===== src/rtl/alu_share_arbiter.sv =====
// Round-robin arbiter sharing one 8-bit ALU between two valid/ready requesters.
// Optional flags (rsp_zero/rsp_carry) are enabled by defining ALU_SHARE_FLAGS_EN.
module alu_share_arbiter #(
    parameter bit RR_INIT = 1'b0,
    localparam int unsigned DW = 8,
    localparam int unsigned OW = 2
) (
    input  logic          clk,
    input  logic          reset,
    input  logic          req0_valid,
    output logic          req0_ready,
    input  logic [OW-1:0] req0_op,
    input  logic [DW-1:0] req0_a,
    input  logic [DW-1:0] req0_b,
    input  logic          req1_valid,
    output logic          req1_ready,
    input  logic [OW-1:0] req1_op,
    input  logic [DW-1:0] req1_a,
    input  logic [DW-1:0] req1_b,
    output logic          rsp_valid,
    input  logic          rsp_ready,
    output logic          rsp_id,
    output logic [DW-1:0] rsp_data,
`ifdef ALU_SHARE_FLAGS_EN
    output logic          rsp_zero,
    output logic          rsp_carry,
`endif
    output logic          busy
);

    localparam logic [OW-1:0] OP_ADD = 2'b00;
    localparam logic [OW-1:0] OP_SUB = 2'b01;
    localparam logic [OW-1:0] OP_AND = 2'b10;

    typedef enum logic [1:0] {IDLE, EXEC, RESP} state_t;

    typedef struct packed {
        logic [OW-1:0] op;
        logic [DW-1:0] a;
        logic [DW-1:0] b;
    } alu_req_t;

    state_t        state, state_nx;
    alu_req_t      req_q, req_nx, sel_req;
    logic          prio_q, prio_nx;
    logic          grant1, any_valid;
    logic          rsp_valid_nx, rsp_id_nx, busy_nx;
    logic [DW-1:0] rsp_data_nx, alu_res;
`ifdef ALU_SHARE_FLAGS_EN
    logic          alu_carry, rsp_zero_nx, rsp_carry_nx;
`endif

    // Arbitration: a lone valid wins; on a tie the priority pointer decides.
    assign any_valid = req0_valid | req1_valid;
    assign grant1    = req1_valid & (~req0_valid | prio_q);
    assign sel_req   = grant1 ? alu_req_t'{req1_op, req1_a, req1_b}
                              : alu_req_t'{req0_op, req0_a, req0_b};

    // Shared ALU, fed only from the captured operand registers.
    always_comb begin
        alu_res = '0;
`ifdef ALU_SHARE_FLAGS_EN
        alu_carry = 1'b0;
`endif
        case (req_q.op)
            OP_ADD: begin
`ifdef ALU_SHARE_FLAGS_EN
                {alu_carry, alu_res} = {1'b0, req_q.a} + {1'b0, req_q.b};
`else
                alu_res = req_q.a + req_q.b;
`endif
            end
            OP_SUB: begin
                alu_res = req_q.a - req_q.b;
`ifdef ALU_SHARE_FLAGS_EN
                alu_carry = (req_q.a < req_q.b);
`endif
            end
            OP_AND:  alu_res = req_q.a & req_q.b;
            default: alu_res = req_q.a | req_q.b;
        endcase
    end

    // Next-state and ready logic.
    always_comb begin
        state_nx     = state;
        req_nx       = req_q;
        prio_nx      = prio_q;
        rsp_valid_nx = rsp_valid;
        rsp_id_nx    = rsp_id;
        rsp_data_nx  = rsp_data;
        busy_nx      = busy;
        req0_ready   = 1'b0;
        req1_ready   = 1'b0;
`ifdef ALU_SHARE_FLAGS_EN
        rsp_zero_nx  = rsp_zero;
        rsp_carry_nx = rsp_carry;
`endif
        case (state)
            IDLE: begin
                req0_ready = req0_valid & ~grant1;
                req1_ready = grant1;
                if (any_valid) begin
                    req_nx    = sel_req;
                    rsp_id_nx = grant1;
                    busy_nx   = 1'b1;
                    state_nx  = EXEC;
                end
            end
            EXEC: begin
                rsp_data_nx  = alu_res;
                rsp_valid_nx = 1'b1;
`ifdef ALU_SHARE_FLAGS_EN
                rsp_zero_nx  = (alu_res == '0);
                rsp_carry_nx = alu_carry;
`endif
                state_nx     = RESP;
            end
            RESP: begin
                if (rsp_ready) begin
                    rsp_valid_nx = 1'b0;
                    busy_nx      = 1'b0;
                    prio_nx      = ~rsp_id;
                    state_nx     = IDLE;
                end
            end
            default: state_nx = IDLE;
        endcase
    end

    // State and output registers.
    always_ff @(posedge clk) begin
        if (reset) begin
            state     <= IDLE;
            req_q     <= '0;
            prio_q    <= RR_INIT;
            rsp_valid <= 1'b0;
            rsp_id    <= 1'b0;
            rsp_data  <= '0;
            busy      <= 1'b0;
`ifdef ALU_SHARE_FLAGS_EN
            rsp_zero  <= 1'b0;
            rsp_carry <= 1'b0;
`endif
        end else begin
            state     <= state_nx;
            req_q     <= req_nx;
            prio_q    <= prio_nx;
            rsp_valid <= rsp_valid_nx;
            rsp_id    <= rsp_id_nx;
            rsp_data  <= rsp_data_nx;
            busy      <= busy_nx;
`ifdef ALU_SHARE_FLAGS_EN
            rsp_zero  <= rsp_zero_nx;
            rsp_carry <= rsp_carry_nx;
`endif
        end
    end

endmodule


===== config.mk =====
export PLATFORM = sky130hd
export DESIGN_NAME = alu_share_arbiter
export DESIGN_NICKNAME = d
export VERILOG_FILES = /design/src/rtl/alu_share_arbiter.sv
export SDC_FILE = /design/constraint.sdc
export NUM_CORES = 1
export LEC_CHECK = 0
export BUFFER_PORTS_ARGS = -buffer_cell sky130_fd_sc_hd__clkbuf_2
export CORE_UTILIZATION = 52
export CTS_CLUSTER_SIZE = 25
export DETAILED_ROUTE_END_ITERATION = 8
export HOLD_SLACK_MARGIN = 0.12
export PLACE_DENSITY = 0.79
export SLEW_MARGIN = 20
export SYNTH_ARGS = -nofsm -noshare
export SYNTH_HDL_FRONTEND = slang
export SYNTH_SLANG_ARGS = --single-unit

===== constraint.sdc =====
create_clock -name clk -period 2.6 [get_ports clk]
set_input_delay 0.39 -clock clk [delete_from_list [all_inputs] [get_ports clk]]
set_output_delay 0.39 -clock clk [all_outputs]
set_load 0.05 [all_outputs]

Yosys cells after proc, flatten, opt, wreduce, memory -nomap -nowiden. Index checks and enable logic that the tools add are counted.

Add/subtract/negate cells: 2. Bitwise operators: 9. Multiplexer cells: 11. Reduce and logical (&&, ||, !) cells: 9. Equality and inequality tests: 6.

Operators with widths (number): one-hot mux 8 bit (3 select lines) (1); 2-to-1 mux 18 bit (1); adder 8 bit (1); bitwise AND 8 bit (1); OR 8 bit (1); AND reduction 2 bit (4); subtractor 8 bit (1); one-hot mux 2 bit (3 select lines) (1); equality test 2 x 1 -> 1 bit (second input constant) (2); equality test 2 bit (second input constant) (2); zero test 2 bit (2); 2-to-1 mux 1 bit (4); 2-to-1 mux 2 bit (2); inequality test 2 bit (second input constant) (2); one-hot mux 1 bit (2 select lines) (2); nonzero test 2 bit (2); inverter 1 bit (3); AND reduction 3 bit (1); bitwise AND 1 bit (2); OR 1 bit (2).

Logic and storage cells: 46. Bits in registers: 32. Output and inout port bits: 13. Input port bits: 41.

Depth between registers and ports, before layout. Gate-level depths: netlist of the first run.

Depth in word-level cells: 6. Depth in mapped cells: 11. Mapped depth without buffers: 11.

Worst setup path before layout of the first run. Ideal clock, no wire load.

Kind: input port to output port. Start: input req0_valid. End: output req1_ready. Data arrival time: 1.790 ns. Path slack: 0.420 ns. Buffers on the path: 1. Cell stages on the path: 4. Required time: 2.210 ns. Cell sequence: inv_1 > o21ai_1 > buf_2 > nor3_1.

Cells in the longest elaborated chain, start to end: 4.

RTL lines: from (decl) (line 10) `input logic req0_valid,`; inverter 1 bit (line 55) `assign grant1 = req1_valid & (~req0_valid | prio_q);`; OR 1 bit (line 55); bitwise AND 1 bit (line 55); 2-to-1 mux 1 bit (line 99) `case (state)`; to (decl) (line 16) `output logic req1_ready,`.

No other way between the ends.

Worst setup path in the final report of the first run.
Start: register req_q[0] (netlist name). End: register rsp_data[6].

Cells in the longest elaborated chain, start to end: 2. Elaborated cells between the ends (all ways): 3. Classes of those cells: add/sub (2); mux (1).

RTL lines: from (decl) (line 44) `alu_req_t req_q, req_nx, sel_req;`; from (signal assigned) (line 147) `req_q <= req_nx;`; subtractor 8 bit or adder 8 bit (tied branches) (line 74, 70); one-hot mux 8 bit (3 select lines) (*) (line 65) `case (req_q.op)`; to (signal assigned) (line 151) `rsp_data <= rsp_data_nx;`; to (decl) (line 23) `output logic [DW-1:0] rsp_data,`.

Mark *: on every way between the ends. The rest lies on a longest branch, timed or not. A chain may end at the register's enable or synchronous reset.

==> metrics.txt, run 1 <==
endpoint required time on the critical path 2.75 ns; total I/O pin count 54; GR Overflow Total 0; run status complete, no violations; maximum number of pins on one net before global-route repair 37; highest achievable clock rate between 0.4 and 0.5 GHz; synthesized net count 285; async set-reset flop share out of synthesis 0%; routed via count divided by cell count 5.17; clock tree from TritonCTS done; share of layout cells above drive strength 1 25.6%; fraction of synthesized cell area in xor and xnor cells 4.82%; Maximum Capacitance Violations 0; Layout fillers 338; Resized cells post-CTS 0; count of flip-flops with a built-in enable after synthesis 0; worst min-delay path category input pin to register; first-pass GRT wire length about 6.6 mm; leading cell types in the layout, fill and taps excluded sky130_fd_sc_hd__clkbuf_2, sky130_fd_sc_hd__nor2_1, sky130_fd_sc_hd__dfxtp_1; worst hold slack approximately 0.40 ns; complex-gate fraction of the synthesized area 21.8%; sink count of the clock tree 32; vias in the first global route about 1600; Setup violations, final 0; clk_skew between 0.005 and 0.006 ns; initial antenna violation count 0; final routed wire length divided by cell count 11.7 um; number of cell rows 22; Core Area 3660 um^2; largest stage delay on the critical path 0.45 ns; initial drt markers 49; endpoint class of the critical path register; post-layout net count 336; count of distinct cell types in the synthesized netlist 36; Critical Path AT between 2 and 3 ns; Die Width 63.6 um; Detailed Place HPWL between 3 and 4 mm; measured slew at the worst slew-check pin roughly 0.67 ns; simple logic cell fraction of the synthesized area about 16%; crit-path max FO 5; Die Y about 64 um; area of combinational cells with multiple inputs about 1200 um^2; crit share post-route 90.7%; Sequential cell area 641 um^2; most common cell after layout, fill and taps aside sky130_fd_sc_hd__clkbuf_2; proportion of synthesized area in mux cells approximately 11%; FF+latch count, synth 32; sequential fraction of the synthesis area 32.5%; CTS H-tree depth 2; Post-CTS Setup Repair Bufs 0; placer's final routability congestion estimate 0.836; largest family of logic cells by synthesized area compound AO/OA/AOI/OAI gates; Max VDD drop 0.389 mV; cell breakdown of the critical path inv_1 > ha_1 > mux2i_1 > fa_1 > a21o_1 > a21o_1 > a21oi_1 > mux2i_1 > o41ai_2; cells after synthesis 233; Num CTS Buffers 5; fin crit period 2.36 ns; cell with the largest stage delay on the worst path sky130_fd_sc_hd__fa_1; remaining antenna violation count after routing 0; initial core utilization a little over half; buffer cell driving the clock tree root sky130_fd_sc_hd__clkbuf_8; Synthesis Warnings 0; Pwr Density 746 nW/um^2; Fin. Hold Viols 0; area grow syn2layout 19.9%; adder and majority gate portion of the synthesized area under 10%; type of the setup path with the least slack register to register; setup repair after global routing missed its margin no; standby leakage power 1.11 nW; total routing resource utilization after global routing approximately a fifth; count of pins over their slew limit 0; DR DRC count 0; drt pass-1 iters 6; max_slew headroom 55.4%; area of the mapped netlist around 2000 um^2; Setup TNS Final 0 ns; detailed-route wire length 3.89 mm; Post-synth top flop sky130_fd_sc_hd__dfxtp_1; launching element type of the critical path register; Antenna Cells 0; Avg Inst Size Synth 8.46 um^2; Worst R2R Setup Slack 0.24 ns; Reg clk slew, reported paths 0.07 ns; total of buffers placed on input and output ports 53; area enclosed by the die boundary 4040 um^2; count of vias placed by the detailed router ~1700; number of hold buffers added after cts 0; maximum root-to-sink buffer count 2; clock insertion delay at the later pin of the skew report approximately 0.28 ns
==> synth_stat cells (2+ instances only) <==
cell,count,area share [%]
sky130_fd_sc_hd__or3_1,2,0.63
sky130_fd_sc_hd__ha_1,10,6.3
sky130_fd_sc_hd__xor2_1,2,0.89
sky130_fd_sc_hd__nand2_1,6,1.1
sky130_fd_sc_hd__a211oi_1,25,9.5
sky130_fd_sc_hd__nor2_1,44,8.4
sky130_fd_sc_hd__o21ai_0,8,2.0
sky130_fd_sc_hd__o21ai_1,4,1.0
sky130_fd_sc_hd__o211ai_1,2,0.76
sky130_fd_sc_hd__nor2b_1,4,1.3
sky130_fd_sc_hd__mux2i_1,22,11
sky130_fd_sc_hd__a21oi_1,18,4.6
sky130_fd_sc_hd__a21o_1,2,0.76
sky130_fd_sc_hd__nor3_1,3,0.76
sky130_fd_sc_hd__maj3_1,3,1.5
sky130_fd_sc_hd__dfxtp_1,32,32
sky130_fd_sc_hd__nand2b_1,4,1.3
sky130_fd_sc_hd__xnor2_1,7,3.1
sky130_fd_sc_hd__buf_2,6,1.5
sky130_fd_sc_hd__clkbuf_1,6,1.1
sky130_fd_sc_hd__inv_1,6,1.1
sky130_fd_sc_hd__buf_4,3,1.1
==> worst max-delay path: cells and delay by family (launching register included) <==
kind            cells  cell delay (ns)
fa+ha+maj           2             0.74
compound gates      4             0.62
flops               1             0.43
mux                 2             0.35
buf+inv             1             0.09
==> area by class of cell <==
type,instances,share of cell area (%)
multi-input combinational,180,52.3
sequential,32,27.1
timing repair buffer,59,13.1
clock buffer,7,3.65
tap,48,2.54
inverter,6,0.952
clock inverter,1,0.317
==> per-stage QoR <==
stage,std cells,setup WS (ns),util [%],total power [W],area [um^2]
2_1_floorplan,233,0.420,-,0.00122,1970
3_3_place_gp,325,0.289,62.0,0.00136,2270
3_5_place_dp,325,0.236,62.0,0.00138,2270
4_1_cts,333,0.213,64.6,0.00177,2360
5_1_grt,333,0.0444,64.6,0.00189,2360
6_report,333,0.241,64.6,0.00176,2360
==> kinds of logic (layout without fill, tap and decap cells) <==
group                      count (synthesis)  in the layout
muxes                                     22             22
AOI/OAI and AO/OA                         65             65
and+or+nand+nor                           69             69
buffers and inverters                     21             73
xor gates and xnor gates                  10             10
DFF                                       32             32
adders and majority gates                 14             14
==> path summary, 6_finish.rpt <==
kind	endpoint	depth (start not counted)	from
max reg2reg	rsp_data[6]	9	req_q[0]
max	rsp_data[6]	9	req_q[0]
min	state[1]	3	rsp_ready
min reg2reg	rsp_data[5]	2	rsp_data[5]
==> sequential cells by signal, summed over array words and instances, names as in the netlist <==
name       cells
rsp_id         1
prio_q         1
rsp_data       8
rsp_valid      1
req_q         18
busy           1
state          2
==> where the power goes <==
group	total, W	internal [W]	switching, W
Sequential	0.000612	0.000555	0.0000575
Combinational	0.000757	0.000315	0.000442
Clock	0.000394	0.000215	0.000179
==> layer usage <==
layer	share of wire (%)	vias up	track usage [%]
met1	48	735	25.2
met2	46	44	35.4
met5	0	-	0
li1	-	935	-
met3	4.2	7	4.71
met4	1.4	0	8.24
(Power assumes the default switching activity.)
==> run 2, diff against run 1 <==
--- a/config.mk
+++ b/config.mk
@@ -7,10 +7,9 @@
 export LEC_CHECK = 0
 export BUFFER_PORTS_ARGS = -buffer_cell sky130_fd_sc_hd__clkbuf_2
 export CORE_UTILIZATION = 52
-export CTS_CLUSTER_SIZE = 25
 export DETAILED_ROUTE_END_ITERATION = 8
 export HOLD_SLACK_MARGIN = 0.12
-export PLACE_DENSITY = 0.79
+export PLACE_DENSITY = 0.8
 export SLEW_MARGIN = 20
 export SYNTH_ARGS = -nofsm -noshare
 export SYNTH_HDL_FRONTEND = slang
==> run 2 against run 1 <==
  * First-iteration DRC count grew 49%
  * Clock power fell by 11%
  * Largest power group unchanged
  * Final cell count down 0.30%
  * Combinational power is 0.9% higher
  * Fmax fell by 1.9%
  * Critical path depth is the same
  * Sequential power is essentially flat
  * Design area fell by 0.69%
  * Global-route usage grew 0.33 points
==> metrics.txt, run 2 (synthesis results as in run 1) <==
Sequential cell area roughly 640 um^2; total of buffers placed on input and output ports 53; Setup violations, final 0; DR DRC count 0; number of hold buffers added after cts 0; endpoint class of the critical path register; most common cell after layout, fill and taps aside sky130_fd_sc_hd__clkbuf_2; standby leakage power between 1 and 1.5 nW; crit share post-route 92.5%; origin of the worst min-delay path rsp_ready; flip-flop count of the largest register, all copies and words added 18; worst path setup slack after routing 0.196 ns; setup repair after global routing missed its margin no; first-pass GRT wire length 6.76 mm; area grow syn2layout 19.1%; fin crit period 2.40 ns; clock tree from TritonCTS done; met3 WL post-DR slightly above 200 um; final routed wire length divided by cell count approximately 12 um; number of cell rows 22; Post-CTS Setup Repair Bufs 0; area enclosed by the die boundary around 4000 um^2; Fin. Hold Viols 0; measured slew at the worst slew-check pin 0.675 ns; Antenna Cells 0; cell breakdown of the critical path inv_1 > ha_1 > mux2i_1 > fa_1 > a21o_1 > a21o_1 > a21oi_1 > mux2i_1 > o41ai_2; count of pins over their slew limit 0; clk_skew 0.00430 ns; routed via count divided by cell count 5.33; vias in the first global route 1598; maximum number of pins on one net before global-route repair 37; Detailed Place HPWL 3.06 mm; cell with the largest stage delay on the worst path sky130_fd_sc_hd__fa_1; total routing resource utilization after global routing about a fifth; Layout Utilization between 60 and 70%; CTS H-tree depth 2; worst min-delay path category input pin to register; worst reg2reg endpoint rsp_data[6]; Core Area ~3700 um^2; Max Used Layer met4; Die Y 63.6 um; Maximum Capacitance Violations 0; count of buffering cells on the critical path with inverters included 1; drt pass-1 iters 7; Met2 Wirelength ~1.9 mm; leading cell types in the layout, fill and taps excluded sky130_fd_sc_hd__clkbuf_2, sky130_fd_sc_hd__nor2_1, sky130_fd_sc_hd__dfxtp_1; sink count of the clock tree 32; share of layout cells above drive strength 1 25.4%; Layout fillers 340; origin of the worst setup path req_q[0]; Worst R2R Setup Slack 0.20 ns; crit-path max FO 5; worst r2r path cells 9; Num CTS Buffers 5; type of the setup path with the least slack register to register; total I/O pin count 54; max_slew headroom 55.0%; Resized cells post-CTS 0; Max VDD drop 0.382 mV; Critical Path AT 2.55 ns; Reg clk slew, reported paths 0.06 ns; endpoint required time on the critical path about 2.8 ns; GR Overflow Total 0; initial drt markers 73; largest stage delay on the critical path roughly 0.47 ns; remaining antenna violation count after routing 0; critical register-to-register path startpoint req_q[0]; register name with the most flops req_q; routed metal-1 wirelength 1.90 mm; initial antenna violation count 0; highest achievable clock rate 0.416 GHz; Setup TNS Final 0 ns; launching element type of the critical path register; biggest registers after layout req_q (18), rsp_data (8), state (2); post-layout net count between 300 and 400; run status complete, no violations; Pwr Density ~740 nW/um^2; maximum root-to-sink buffer count 2; Levels on crit path 9; clock insertion delay at the later pin of the skew report about 0.28 ns; depth of the worst hold-timing path 3; area of combinational cells with multiple inputs around 1200 um^2; Hold Path End state[1]; kind of cell adding the most delay to the critical path adder cells; initial core utilization a little over half; detailed-route wire length around 4 mm; Die Width 63.6 um; worst slack at placement 0.214 ns; count of vias placed by the detailed router 1771; placer's final routability congestion estimate 0.843; buffer cell driving the clock tree root sky130_fd_sc_hd__clkbuf_8
-- run 2: cell types whose count changed in the layout (fill, tap and decap cells not counted) --
cell and change:
sky130_fd_sc_hd__clkinv_2 +1, sky130_fd_sc_hd__clkbuf_8 -1, sky130_fd_sc_hd__clkinvlp_4 -1
-- run 2: worst max-delay path by stage --
stage / to / slack [ns]
after floorplan: req1_ready / 0.42
after global placement: rsp_data[6] / 0.31
after detailed placement: rsp_data[6] / 0.21
after CTS: rsp_data[6] / 0.20
after global routing: rsp_data[6] / 0.06
final: rsp_data[6] / 0.20
-- run 2: layout make-up --
class	count	share of cell area [%]
Multi-Input combinational cell	180	52.7
Sequential cell	32	27.3
Timing Repair Buffer	59	13.2
Clock buffer	6	3.09
Tap cell	48	2.56
Inverter	6	0.959
Clock inverter	1	0.213
-- run 2: layer usage --
metal	global-route usage, %	up-vias
li1	-	930
met1	25.1	778
met2	36.4	59
met3	5.62	4
met4	7.39	0
met5	0	-
-- run 2: through the flow --
stage	hold WS, ns	cell area [um^2]	cells	power, W
3_5_place_dp	0.447	2270	325	0.00138
4_1_cts	0.396	2350	332	0.00174
2_1_floorplan	0.455	1970	233	0.00122
3_3_place_gp	0.442	2270	325	0.00136
5_1_grt	0.412	2350	332	0.00185
6_report	0.404	2350	332	0.00173
-- run 2: worst reg2reg max path, cell delays in order (launching register included) --
cell,delay (ns)
sky130_fd_sc_hd__dfxtp_1,0.41
sky130_fd_sc_hd__inv_1,0.09
sky130_fd_sc_hd__ha_1,0.28
sky130_fd_sc_hd__mux2i_1,0.11
sky130_fd_sc_hd__fa_1,0.47
sky130_fd_sc_hd__a21o_1,0.19
sky130_fd_sc_hd__a21o_1,0.20
sky130_fd_sc_hd__a21oi_1,0.19
sky130_fd_sc_hd__mux2i_1,0.25
sky130_fd_sc_hd__o41ai_2,0.08
-- run 2: report_power, final --
part / switching, W / total, W / internal (W)
Clock: 0.000168 / 0.000350 / 0.000181
Sequential: 0.0000583 / 0.000613 / 0.000555
Combinational: 0.000449 / 0.000764 / 0.000315
Total: 0.000676 / 0.00173 / 0.00105
==> run 3, diff against run 2 <==
--- a/config.mk
+++ b/config.mk
@@ -6,6 +6,7 @@
 export NUM_CORES = 1
 export LEC_CHECK = 0
 export BUFFER_PORTS_ARGS = -buffer_cell sky130_fd_sc_hd__clkbuf_2
+export CORE_MARGIN = 10
 export CORE_UTILIZATION = 52
 export DETAILED_ROUTE_END_ITERATION = 8
 export HOLD_SLACK_MARGIN = 0.12
==> run 3 against run 2 <==
  * Flip-flop and latch count stayed put
  * Final cell count increased by 0.30%
  * Global-route usage shrank 7.0 points
  * Highest routed layer unchanged
  * Non-clock buffer count unchanged
  * Largest cell class unchanged
  * Sequential share of layout area is 0.19 points lower
  * Worst setup slack improved by 0.033 ns
==> metrics.txt, run 3 (synthesis results as in run 1) <==
depth of the worst hold-timing path 3; Detailed Place HPWL 3.48 mm; first-pass GRT wire length 7.65 mm; endpoint required time on the critical path 2.75 ns; post-placement cell area approximately 2300 um^2; Maximum Capacitance Violations 0; GR Overflow Total 0; area enclosed by the die boundary 6660 um^2; Post-CTS Setup Repair Bufs 0; fin crit period 2.37 ns; Resized cells post-CTS 0; share of layout cells above drive strength 1 25.6%; Critical Path AT ~2.5 ns; worst min-delay path category input pin to register; largest stage delay on the critical path between 0.4 and 0.5 ns; crit-path max FO 5; buffer cell driving the clock tree root sky130_fd_sc_hd__clkbuf_8; remaining antenna violation count after routing 0; type of the setup path with the least slack register to register; number of hold buffers added after cts 0; sequential cell fraction of total power between 30% and 40%; run status complete, no violations; Pwr Density 747 nW/um^2; vias in the first global route between 1500 and 2000; CTS H-tree depth 2; detailed-route wire length roughly 4.4 mm; clock tree from TritonCTS done; Design Area, Final around 2400 um^2; area grow syn2layout 19.9%; worst slack at placement 0.242 ns; highest achievable clock rate 0.422 GHz; Max VDD drop 0.325 mV; DR DRC count 0; initial drt markers 92; setup repair after global routing missed its margin no; critical register-to-register path startpoint req_q[0]; placer's final routability congestion estimate 0.847; initial antenna violation count 0; flip-flop count of the largest register, all copies and words added 18; cell with the largest stage delay on the worst path sky130_fd_sc_hd__fa_1; register name with the most flops req_q; origin of the worst setup path req_q[0]; max_slew headroom about 54%; count of vias placed by the detailed router 1739; drt pass-1 iters 4; number of cell rows 22; final routed wire length divided by cell count 13.1 um; maximum root-to-sink buffer count 2; Setup TNS Final 0 ns; worst r2r path cells 9; Die Y 81.6 um; total routing resource utilization after global routing between 10 and 15%; initial core utilization 53.9%; post-layout net count 336; crit share post-route 91.2%; Antenna Cells 0; Reg clk slew, reported paths 0.07 ns; maximum number of pins on one net before global-route repair 37; Num CTS Buffers 5; Setup violations, final 0; standby leakage power 1.11 nW; total I/O pin count between 50 and 60; biggest registers after layout req_q (18), rsp_data (8), state (2); measured slew at the worst slew-check pin 0.684 ns; most common cell after layout, fill and taps aside sky130_fd_sc_hd__clkbuf_2; clock insertion delay at the later pin of the skew report 0.28 ns; launching element type of the critical path register; endpoint class of the critical path register; placed cell count 325; number of cells in the finished layout apart from fillers 333; sink count of the clock tree 32; Net Sw Frac 38.6%; part of the power in combinational logic 42.9%; internal power of the cells roughly 0.0011 W; Net Switching 0.000681 W; origin of the worst min-delay path rsp_ready; worst path setup slack after routing approximately 0.23 ns; Clk network pwr share 22.5%; Fin. Hold Viols 0; Die Width ~80 um; Core Area between 3000 and 4000 um^2; clk_skew 0.00588 ns; routed via count divided by cell count 5.22; leading cell types in the layout, fill and taps excluded sky130_fd_sc_hd__clkbuf_2, sky130_fd_sc_hd__nor2_1, sky130_fd_sc_hd__dfxtp_1; cell breakdown of the critical path inv_1 > ha_1 > mux2i_1 > fa_1 > a21o_1 > a21o_1 > a21oi_1 > mux2i_1 > o41ai_2; total of buffers placed on input and output ports 53; count of pins over their slew limit 0
==> run 3: cell count changes in the layout (fill, tap and decap cells not counted), sizes merged <==
cell,before,now
clkbuf,59,60
clkinv,1,0
clkinvlp,0,1
==> run 3: layer usage <==
| metal | part of all wire, % | GRT usage [%] |
|---|---|---|
| met5 | 0 | 0 |
| met4 | 1.8 | 5.10 |
| met3 | 8.8 | 6.55 |
| met2 | 42 | 20.1 |
| met1 | 48 | 18.3 |
==> run 3: path summary, 6_finish.rpt <==
kind	to	slack, ns
worst max-delay path	rsp_data[6]	0.23
worst min-delay path	state[1]	0.39
worst max register to register	rsp_data[6]	0.23
worst min register to register	rsp_data[2]	0.45
==> run 3: cell type report <==
class | count | area, um^2
fill | 330 | 1300
multi-input combinational | 180 | 1240
sequential | 32 | 641
timing repair buffer | 59 | 310
clock buffer | 7 | 86.3
tap | 48 | 60.1
inverter | 6 | 22.5
clock inverter | 1 | 7.51
==> run 3: per-stage QoR <==
stage / util (%) / hold WS [ns] / power (W)
2_1_floorplan: - / 0.455 / 0.00122
3_3_place_gp: 62.0 / 0.442 / 0.00136
3_5_place_dp: 62.0 / 0.448 / 0.00138
4_1_cts: 64.6 / 0.384 / 0.00178
5_1_grt: 64.6 / 0.404 / 0.00190
6_report: 64.6 / 0.390 / 0.00177
==> run 3: power groups by stage <==
stage / clock (W) / combinational, W / sequential [W]
2_1_floorplan: 0 / 0.000525 / 0.000699
3_3_place_gp: 0 / 0.000740 / 0.000620
3_5_place_dp: 0 / 0.000757 / 0.000623
4_1_cts: 0.000407 / 0.000762 / 0.000612
5_1_grt: 0.000427 / 0.000848 / 0.000621
6_report: 0.000397 / 0.000757 / 0.000612
==> run 3: critical path, delay by kind of cell, from the launching register on <==
kind | cells | cell delay [ns]
AOI/OAI and AO/OA | 4 | 0.61
adders and majority gates | 2 | 0.76
buffers and inverters | 1 | 0.09
DFF | 1 | 0.41
muxes | 2 | 0.36
